[src/rtl/j1_io_pkg.sv]
`default_nettype none
// ============================================================================
// Module   : j1_io_pkg
// Brief    : Shared constants and state types for the j1 UART I/O peripheral.
//            Holds the default register addresses, the status bit positions
//            and the TX/RX state encodings.
// Revision : 1.0 - initial release
// ============================================================================
package j1_io_pkg;

  // Default register addresses on the j1 I/O bus
  localparam logic [15:0] c_ADDR_DATA = 16'h1000;
  localparam logic [15:0] c_ADDR_STAT = 16'h2000;

  // Status register bit positions
  localparam int c_STAT_RXV = 0;
  localparam int c_STAT_TXR = 1;
  localparam int c_STAT_OVR = 2;
  localparam int c_STAT_FRM = 3;

  typedef enum logic [1:0] {
    TX_IDLE  = 2'd0,
    TX_START = 2'd1,
    TX_DATA  = 2'd2,
    TX_STOP  = 2'd3
  } tx_state_e;

  typedef enum logic [1:0] {
    RX_IDLE  = 2'd0,
    RX_START = 2'd1,
    RX_DATA  = 2'd2,
    RX_STOP  = 2'd3
  } rx_state_e;

endpackage
`default_nettype wire

[src/rtl/j1_rx_fifo.sv]
`default_nettype none
// ============================================================================
// Module   : j1_rx_fifo
// Brief    : Byte FIFO for received UART characters. Head is combinational;
//            a push while full is accepted only when a pop happens in the
//            same cycle.
// Revision : 1.0 - initial release
// ============================================================================
module j1_rx_fifo #(
  parameter int unsigned RX_DEPTH = 8
) (
  input  logic       clk,
  input  logic       reset,
  input  logic       push_i,
  input  logic       pop_i,
  input  logic [7:0] din_i,
  output logic [7:0] head_o,
  output logic       empty_o,
  output logic       full_o
);

  localparam int AW = $clog2(RX_DEPTH);

  // Pointers carry one extra MSB so full and empty are distinguishable
  logic [AW:0] wr_ptr_q, wr_ptr_d;
  logic [AW:0] rd_ptr_q, rd_ptr_d;
  logic [7:0]  mem_q [RX_DEPTH];
  logic        w_do_pop;
  logic        w_do_push;

  assign empty_o   = (wr_ptr_q == rd_ptr_q);
  assign full_o    = (wr_ptr_q[AW] != rd_ptr_q[AW]) &&
                     (wr_ptr_q[AW-1:0] == rd_ptr_q[AW-1:0]);
  assign w_do_pop  = pop_i && !empty_o;
  assign w_do_push = push_i && (!full_o || w_do_pop);
  assign head_o    = mem_q[rd_ptr_q[AW-1:0]];

  // Pointer advance for accepted push and pop
  always_comb begin
    wr_ptr_d = wr_ptr_q;
    rd_ptr_d = rd_ptr_q;
    if (w_do_push) wr_ptr_d = wr_ptr_q + 1'b1;
    if (w_do_pop)  rd_ptr_d = rd_ptr_q + 1'b1;
  end

  // Pointer registers
  always_ff @(posedge clk) begin
    if (reset) begin
      wr_ptr_q <= '0;
      rd_ptr_q <= '0;
    end else begin
      wr_ptr_q <= wr_ptr_d;
      rd_ptr_q <= rd_ptr_d;
    end
  end

  // Storage write; contents need no reset since the pointers gate visibility
  always_ff @(posedge clk) begin
    if (w_do_push) mem_q[wr_ptr_q[AW-1:0]] <= din_i;
  end

endmodule
`default_nettype wire

[src/rtl/j1_uart_io.sv]
`default_nettype none
// ============================================================================
// Module   : j1_uart_io
// Brief    : Memory-mapped 8N1 UART for the j1 core I/O bus. Data register
//            writes start a TX frame, reads pop the RX FIFO; the status
//            register reports rx_valid, tx_ready and two sticky error flags.
// Revision : 1.0 - initial release
// ============================================================================
module j1_uart_io
  import j1_io_pkg::*;
#(
  parameter int unsigned CLKS_PER_BIT = 104,
  parameter int unsigned RX_DEPTH     = 8,
  parameter logic [15:0] ADDR_DATA    = c_ADDR_DATA,
  parameter logic [15:0] ADDR_STAT    = c_ADDR_STAT
) (
  input  logic        clk,
  input  logic        reset,
  input  logic        io_rd,
  input  logic        io_wr,
  input  logic [15:0] mem_addr,
  input  logic [15:0] dout,
  output logic [15:0] io_din,
  input  logic        uart_rx,
  output logic        uart_tx
);

  localparam int TW = $clog2(CLKS_PER_BIT);
  // Last cycle of a bit period
  localparam logic [TW-1:0] c_BIT_LAST = TW'(CLKS_PER_BIT - 1);
  // Start-bit sample point: low is first seen one edge after the synchronizer
  // output falls, so the half-bit count is shortened by that edge as well
  localparam logic [TW-1:0] c_HALF_CMP = TW'(CLKS_PER_BIT / 2 - 2);

  // Bus decode
  logic w_sel_data, w_sel_stat, w_tx_accept, w_pop, w_stat_rd;
  assign w_sel_data  = (mem_addr == ADDR_DATA);
  assign w_sel_stat  = (mem_addr == ADDR_STAT);
  assign w_pop       = io_rd && w_sel_data;
  assign w_stat_rd   = io_rd && w_sel_stat;

  // Upper write-data byte carries nothing for this peripheral
  logic w_unused_dout;
  assign w_unused_dout = ^dout[15:8];

  // TX state
  tx_state_e     tx_state_q, tx_state_d;
  logic [TW-1:0] tx_timer_q, tx_timer_d;
  logic [2:0]    tx_bit_q, tx_bit_d;
  logic [7:0]    tx_shift_q, tx_shift_d;
  logic          tx_line_q, tx_line_d;

  assign w_tx_accept = io_wr && w_sel_data && (tx_state_q == TX_IDLE);
  assign uart_tx     = tx_line_q;

  // RX state
  rx_state_e     rx_state_q, rx_state_d;
  logic [TW-1:0] rx_timer_q, rx_timer_d;
  logic [2:0]    rx_bit_q, rx_bit_d;
  logic [7:0]    rx_shift_q, rx_shift_d;
  logic          rx_meta_q, rx_sync_q;
  logic          w_rx_push, w_frm_set, w_ovr_set;

  // FIFO and flags
  logic [7:0]  w_head;
  logic        w_empty, w_full;
  logic        ovr_q, ovr_d, frm_q, frm_d;
  logic [15:0] w_status;

  j1_rx_fifo #(
    .RX_DEPTH (RX_DEPTH)
  ) u_rx_fifo (
    .clk     (clk),
    .reset   (reset),
    .push_i  (w_rx_push),
    .pop_i   (w_pop),
    .din_i   (rx_shift_q),
    .head_o  (w_head),
    .empty_o (w_empty),
    .full_o  (w_full)
  );

  // TX: next state, bit timing and serial line value
  always_comb begin
    tx_state_d = tx_state_q;
    tx_timer_d = tx_timer_q;
    tx_bit_d   = tx_bit_q;
    tx_shift_d = tx_shift_q;
    tx_line_d  = tx_line_q;
    case (tx_state_q)
      TX_IDLE: begin
        if (w_tx_accept) begin
          tx_state_d = TX_START;
          tx_timer_d = '0;
          tx_shift_d = dout[7:0];
          tx_line_d  = 1'b0;
        end
      end
      TX_START: begin
        if (tx_timer_q == c_BIT_LAST) begin
          tx_state_d = TX_DATA;
          tx_timer_d = '0;
          tx_bit_d   = '0;
          tx_line_d  = tx_shift_q[0];
        end else begin
          tx_timer_d = tx_timer_q + 1'b1;
        end
      end
      TX_DATA: begin
        if (tx_timer_q == c_BIT_LAST) begin
          tx_timer_d = '0;
          tx_shift_d = {1'b0, tx_shift_q[7:1]};
          if (tx_bit_q == 3'd7) begin
            tx_state_d = TX_STOP;
            tx_line_d  = 1'b1;
          end else begin
            tx_bit_d  = tx_bit_q + 1'b1;
            tx_line_d = tx_shift_q[1];
          end
        end else begin
          tx_timer_d = tx_timer_q + 1'b1;
        end
      end
      TX_STOP: begin
        if (tx_timer_q == c_BIT_LAST) begin
          tx_state_d = TX_IDLE;
          tx_timer_d = '0;
        end else begin
          tx_timer_d = tx_timer_q + 1'b1;
        end
      end
      default: tx_state_d = TX_IDLE;
    endcase
  end

  // TX registers; the line idles high
  always_ff @(posedge clk) begin
    if (reset) begin
      tx_state_q <= TX_IDLE;
      tx_timer_q <= '0;
      tx_bit_q   <= '0;
      tx_shift_q <= '0;
      tx_line_q  <= 1'b1;
    end else begin
      tx_state_q <= tx_state_d;
      tx_timer_q <= tx_timer_d;
      tx_bit_q   <= tx_bit_d;
      tx_shift_q <= tx_shift_d;
      tx_line_q  <= tx_line_d;
    end
  end

  // RX: two-flop synchronizer on the asynchronous serial input
  always_ff @(posedge clk) begin
    if (reset) begin
      rx_meta_q <= 1'b1;
      rx_sync_q <= 1'b1;
    end else begin
      rx_meta_q <= uart_rx;
      rx_sync_q <= rx_meta_q;
    end
  end

  // RX: start detection, mid-bit sampling and stop-bit verdict
  always_comb begin
    rx_state_d = rx_state_q;
    rx_timer_d = rx_timer_q;
    rx_bit_d   = rx_bit_q;
    rx_shift_d = rx_shift_q;
    w_rx_push  = 1'b0;
    w_frm_set  = 1'b0;
    case (rx_state_q)
      RX_IDLE: begin
        if (!rx_sync_q) begin
          rx_state_d = RX_START;
          rx_timer_d = '0;
        end
      end
      RX_START: begin
        if (rx_timer_q == c_HALF_CMP) begin
          rx_timer_d = '0;
          rx_bit_d   = '0;
          rx_state_d = rx_sync_q ? RX_IDLE : RX_DATA;
        end else begin
          rx_timer_d = rx_timer_q + 1'b1;
        end
      end
      RX_DATA: begin
        if (rx_timer_q == c_BIT_LAST) begin
          rx_timer_d = '0;
          rx_shift_d = {rx_sync_q, rx_shift_q[7:1]};
          if (rx_bit_q == 3'd7) rx_state_d = RX_STOP;
          else                  rx_bit_d   = rx_bit_q + 1'b1;
        end else begin
          rx_timer_d = rx_timer_q + 1'b1;
        end
      end
      RX_STOP: begin
        if (rx_timer_q == c_BIT_LAST) begin
          rx_timer_d = '0;
          rx_state_d = RX_IDLE;
          w_rx_push  = rx_sync_q;
          w_frm_set  = !rx_sync_q;
        end else begin
          rx_timer_d = rx_timer_q + 1'b1;
        end
      end
      default: rx_state_d = RX_IDLE;
    endcase
  end

  // RX registers
  always_ff @(posedge clk) begin
    if (reset) begin
      rx_state_q <= RX_IDLE;
      rx_timer_q <= '0;
      rx_bit_q   <= '0;
      rx_shift_q <= '0;
    end else begin
      rx_state_q <= rx_state_d;
      rx_timer_q <= rx_timer_d;
      rx_bit_q   <= rx_bit_d;
      rx_shift_q <= rx_shift_d;
    end
  end

  // A push into a full FIFO is lost unless a pop frees a slot that cycle
  assign w_ovr_set = w_rx_push && w_full && !w_pop;

  // Sticky flags: a status read clears them, a set in the same cycle wins
  always_comb begin
    ovr_d = w_ovr_set || (ovr_q && !w_stat_rd);
    frm_d = w_frm_set || (frm_q && !w_stat_rd);
  end

  // Sticky flag registers
  always_ff @(posedge clk) begin
    if (reset) begin
      ovr_q <= 1'b0;
      frm_q <= 1'b0;
    end else begin
      ovr_q <= ovr_d;
      frm_q <= frm_d;
    end
  end

  // Status word assembly
  always_comb begin
    w_status             = '0;
    w_status[c_STAT_RXV] = !w_empty;
    w_status[c_STAT_TXR] = (tx_state_q == TX_IDLE);
    w_status[c_STAT_OVR] = ovr_q;
    w_status[c_STAT_FRM] = frm_q;
  end

  // Read mux back to the core, same cycle as the strobe
  always_comb begin
    io_din = '0;
    if (w_sel_data)      io_din = {8'h00, (w_empty ? 8'h00 : w_head)};
    else if (w_sel_stat) io_din = w_status;
  end

endmodule
`default_nettype wire

[config.mk]
export PLATFORM = sky130hd
export DESIGN_NAME = j1_uart_io
export DESIGN_NICKNAME = d
export VERILOG_FILES = /design/src/rtl/j1_io_pkg.sv /design/src/rtl/j1_rx_fifo.sv /design/src/rtl/j1_uart_io.sv
export SDC_FILE = /design/constraint.sdc
export NUM_CORES = 1
export LEC_CHECK = 0
export ABC_AREA = 1
export BUFFER_PORTS_ARGS = -buffer_cell sky130_fd_sc_hd__buf_2
export CAP_MARGIN = 20
export CORE_ASPECT_RATIO = 0.5
export CORE_MARGIN = 2
export CORE_UTILIZATION = 40
export DETAILED_ROUTE_END_ITERATION = 10
export PLACE_DENSITY = 0.65
export SLEW_MARGIN = 20
export SYNTH_ARGS = -nofsm -noshare
export SYNTH_HDL_FRONTEND = slang
export SYNTH_SLANG_ARGS = --single-unit
[constraint.sdc]
create_clock -name clk -period 2.4 [get_ports clk]
set_input_delay 0.24 -clock clk [delete_from_list [all_inputs] [get_ports clk]]
set_output_delay 0.24 -clock clk [all_outputs]
set_load 0.01 [all_outputs]
==> reports/results.ini <==
[outcome]
status=completed

[worst_setup_path]
crit_fanout=16
timing.critical_path.cells=inv_1 > o21ai_0 > o22ai_1 > nand2_1 > nand2_1 > nand2_1 > nand2_1 > buf_2
cp-start-kind=register
crit_arrival_ns=1.85
max_stage_delay_ns=0.38
ff2ff_path_depth=8
endpoint_kind=primary output
critPathKind=reg -> out
required_ns=2.16
path_common_cell=nand2_1
crit_path_top_delay_cell=inv_1

[yosys]
syn_avg_cell_area_um2=8.89
synth_top_area_share=0.340
synth_seq_cells=120
ys_async_sr_fraction=0
synth_top_area_cell=edfxtp_1
synth_commonest_cells=130 x nand2_1, 83 x nor2_1, 64 x edfxtp_1
ys.flop_type=edfxtp_1
synth_edf_count=64
ys_seq_area_frac=0.539
yosysMostFrequentCell=nand2_1
synth_area_leaders=edfxtp_1 34%, dfxtp_1 20%, nand2_1 8.6%
ys_types=43
synthCells=635
ys_warn_count=0
mappedNetlistArea_mm2=0.00565

[global_routing]
grt_pass1_vias=4114
antenna_found_initial=1
grt_pass1_wl_um=19500
grt-ovfl-total=0
grt_use_total=0.170
grt_max_degree=36

[placement]
port_buffers=37
dpl.hpwl_um=7720
place.gp.congestion=0.790
place_area_mm2=0.00605

[route]
avgRoutedWirePerCell_um=13.5
vias=4431
first_pass_iters=5
antenna_left=0
first_iter_violations=218
drc=0
viasPerCell=4.97
wl_um=12000

[power]
power.leakage_nw=2.65
vdd_drop_max_v=0.000559
cellPowerDensity_mw_per_mm2=820

[timing]
fmax_ghz=0.478
setup_viol=0
hold_slack_ns=0.146
min_period_ns=2.09
layout_worst_path_cycle_share=0.872
fin_tns_setup_ns=0
finalHoldViolCount=0
skew_ns=0.00859
rsz0062_at_grt=no
worstMarginPinSlew_ns=0.555
maxSlewHeadroom=0.628
slew_viol_final=0

[floorplan]
core_mm2=0.0137
io_pins=54
dieHeight_um=88.0
die-area_mm2=0.0151
die_w_um=172
fp-row-count=30
start_util=0.413

[cells_and_area]
syn_to_final_growth_pct=17.5
n_antenna_cell=0
layout.nets=738
fillers=1294
multi_input_area_mm2=0.00226
design_area_mm2=0.00663
drive_gt1_frac=0.153
seq_area_mm2=0.00304

[clock_tree]
clkTransAtPathRegs_ns=0.05
cts_setup_buffers=0
clkSinkCount=120
cts_made_buffers=17
clockBufferDepth=2
htreeDepth=4
cts-root-buf=clkbuf_16
cts_tree=built
clk_latency_ns=0.42

[worst_hold_path]
hold-path-cell-count=4
worstHoldPathType=in -> reg

[job]
cap_violations=0

-- power breakdown --
part | total (mW) | switching (mW) | internal, mW
combinational | 0.704 | 0.464 | 0.240
clock | 2.47 | 0.943 | 1.52
sequential | 2.27 | 0.0516 | 2.21
total | 5.44 | 1.46 | 3.98
-- flip-flops by register name, indices dropped and copies added, names as in the netlist, named ones only --
| register | flops |
|---|---|
| rx_meta_q | 1 |
| rx_timer_q | 7 |
| rx_shift_q | 8 |
| uart_tx | 1 |
| tx_shift_q | 8 |
| ovr_q | 1 |
| tx_state_q | 2 |
| tx_timer_q | 7 |
| u_rx_fifo.mem_q | 64 |
| tx_bit_q | 3 |
| u_rx_fifo.rd_ptr_q | 4 |
| rx_sync_q | 1 |
| rx_state_q | 1 |
| rx_bit_q | 3 |
| u_rx_fifo.wr_ptr_q | 4 |
| frm_q | 1 |
-- per-stage QoR --
stage	setup WS, ns	cells	power, mW	util
global route	0.116	891	5.67	0.486
detailed placement	0.443	859	3.01	0.443
finish	0.307	891	5.44	0.486
CTS	0.256	891	5.49	0.486
global placement	0.436	859	2.98	0.443
floorplan	0.227	642	2.94	-
-- what timing repair did --
action                                  4_1_cts  5_1_grt
endpoints found under the setup margin        0        0
gates resized for setup                       0        0
endpoints found under the hold margin         1        0
hold buffers                                  1        0
-- final timing paths --
kind / startpoint / end / slack [ns]
worst min register to register: rx_meta_q$_SDFF_PP1_ / rx_sync_q$_SDFF_PP1_ / 0.41
worst max-delay path: register / io_din[2] / 0.31
worst min-delay path: io_rd / frm_q$_SDFF_PP0_ / 0.15
worst max register to register: rx_timer_q[0]$_SDFFE_PP0P_ / u_rx_fifo.mem_q[4][6]$_DFFE_PP_ / 0.49
-- area by class of cell --
cell class / instances / area share
well taps: 192 / 0.0362
flip-flops and latches: 120 / 0.459
clock buffers: 17 / 0.0641
repair buffers: 56 / 0.0498
inverters: 48 / 0.0272
multi-input cells: 444 / 0.341
clock inverters: 14 / 0.0226
-- layout by cell type (no fill, tap or decap), types with 5 or more instances in the layout --
cell type / n
a21oi_1: 49
buf_2: 37
buf_4: 18
clkbuf_16: 17
clkinvlp_4: 5
conb_1: 8
dfxtp_1: 56
edfxtp_1: 64
ha_1: 14
inv_1: 42
mux2i_1: 6
nand2_1: 130
nand3_1: 54
nor2_1: 83
o21ai_0: 36
o22ai_1: 15
xnor2_1: 5
-- logic make-up (layout without fill, tap and decap cells) --
family	after synthesis	count (layout)	share of synthesized area
and+or+nand+nor	298	298	0.235
DFF	120	120	0.539
xor gates and xnor gates	8	8	0.0124
adders and majority gates	14	14	0.0310
AOI/OAI and AO/OA	110	110	0.107
other	1	8	0.000664
buffers and inverters	78	135	0.0647
muxes	6	6	0.0106
-- critical path, delay by kind of cell (launching register included) --
| family | cells | cell delay (ns) |
|---|---|---|
| DFF | 1 | 0.32 |
| AOI/OAI and AO/OA | 2 | 0.33 |
| buffers and inverters | 2 | 0.50 |
| and+or+nand+nor | 4 | 0.28 |
-- layer usage --
layer	track usage	up-vias	routed length, µm
li1	-	2235	-
met1	0.203	2085	5500
met2	0.294	92	5820
met3	0.0470	17	509
met4	0.0672	2	171
met5	0	-	13
No activity file was read; power rests on OpenSTA's default activity.
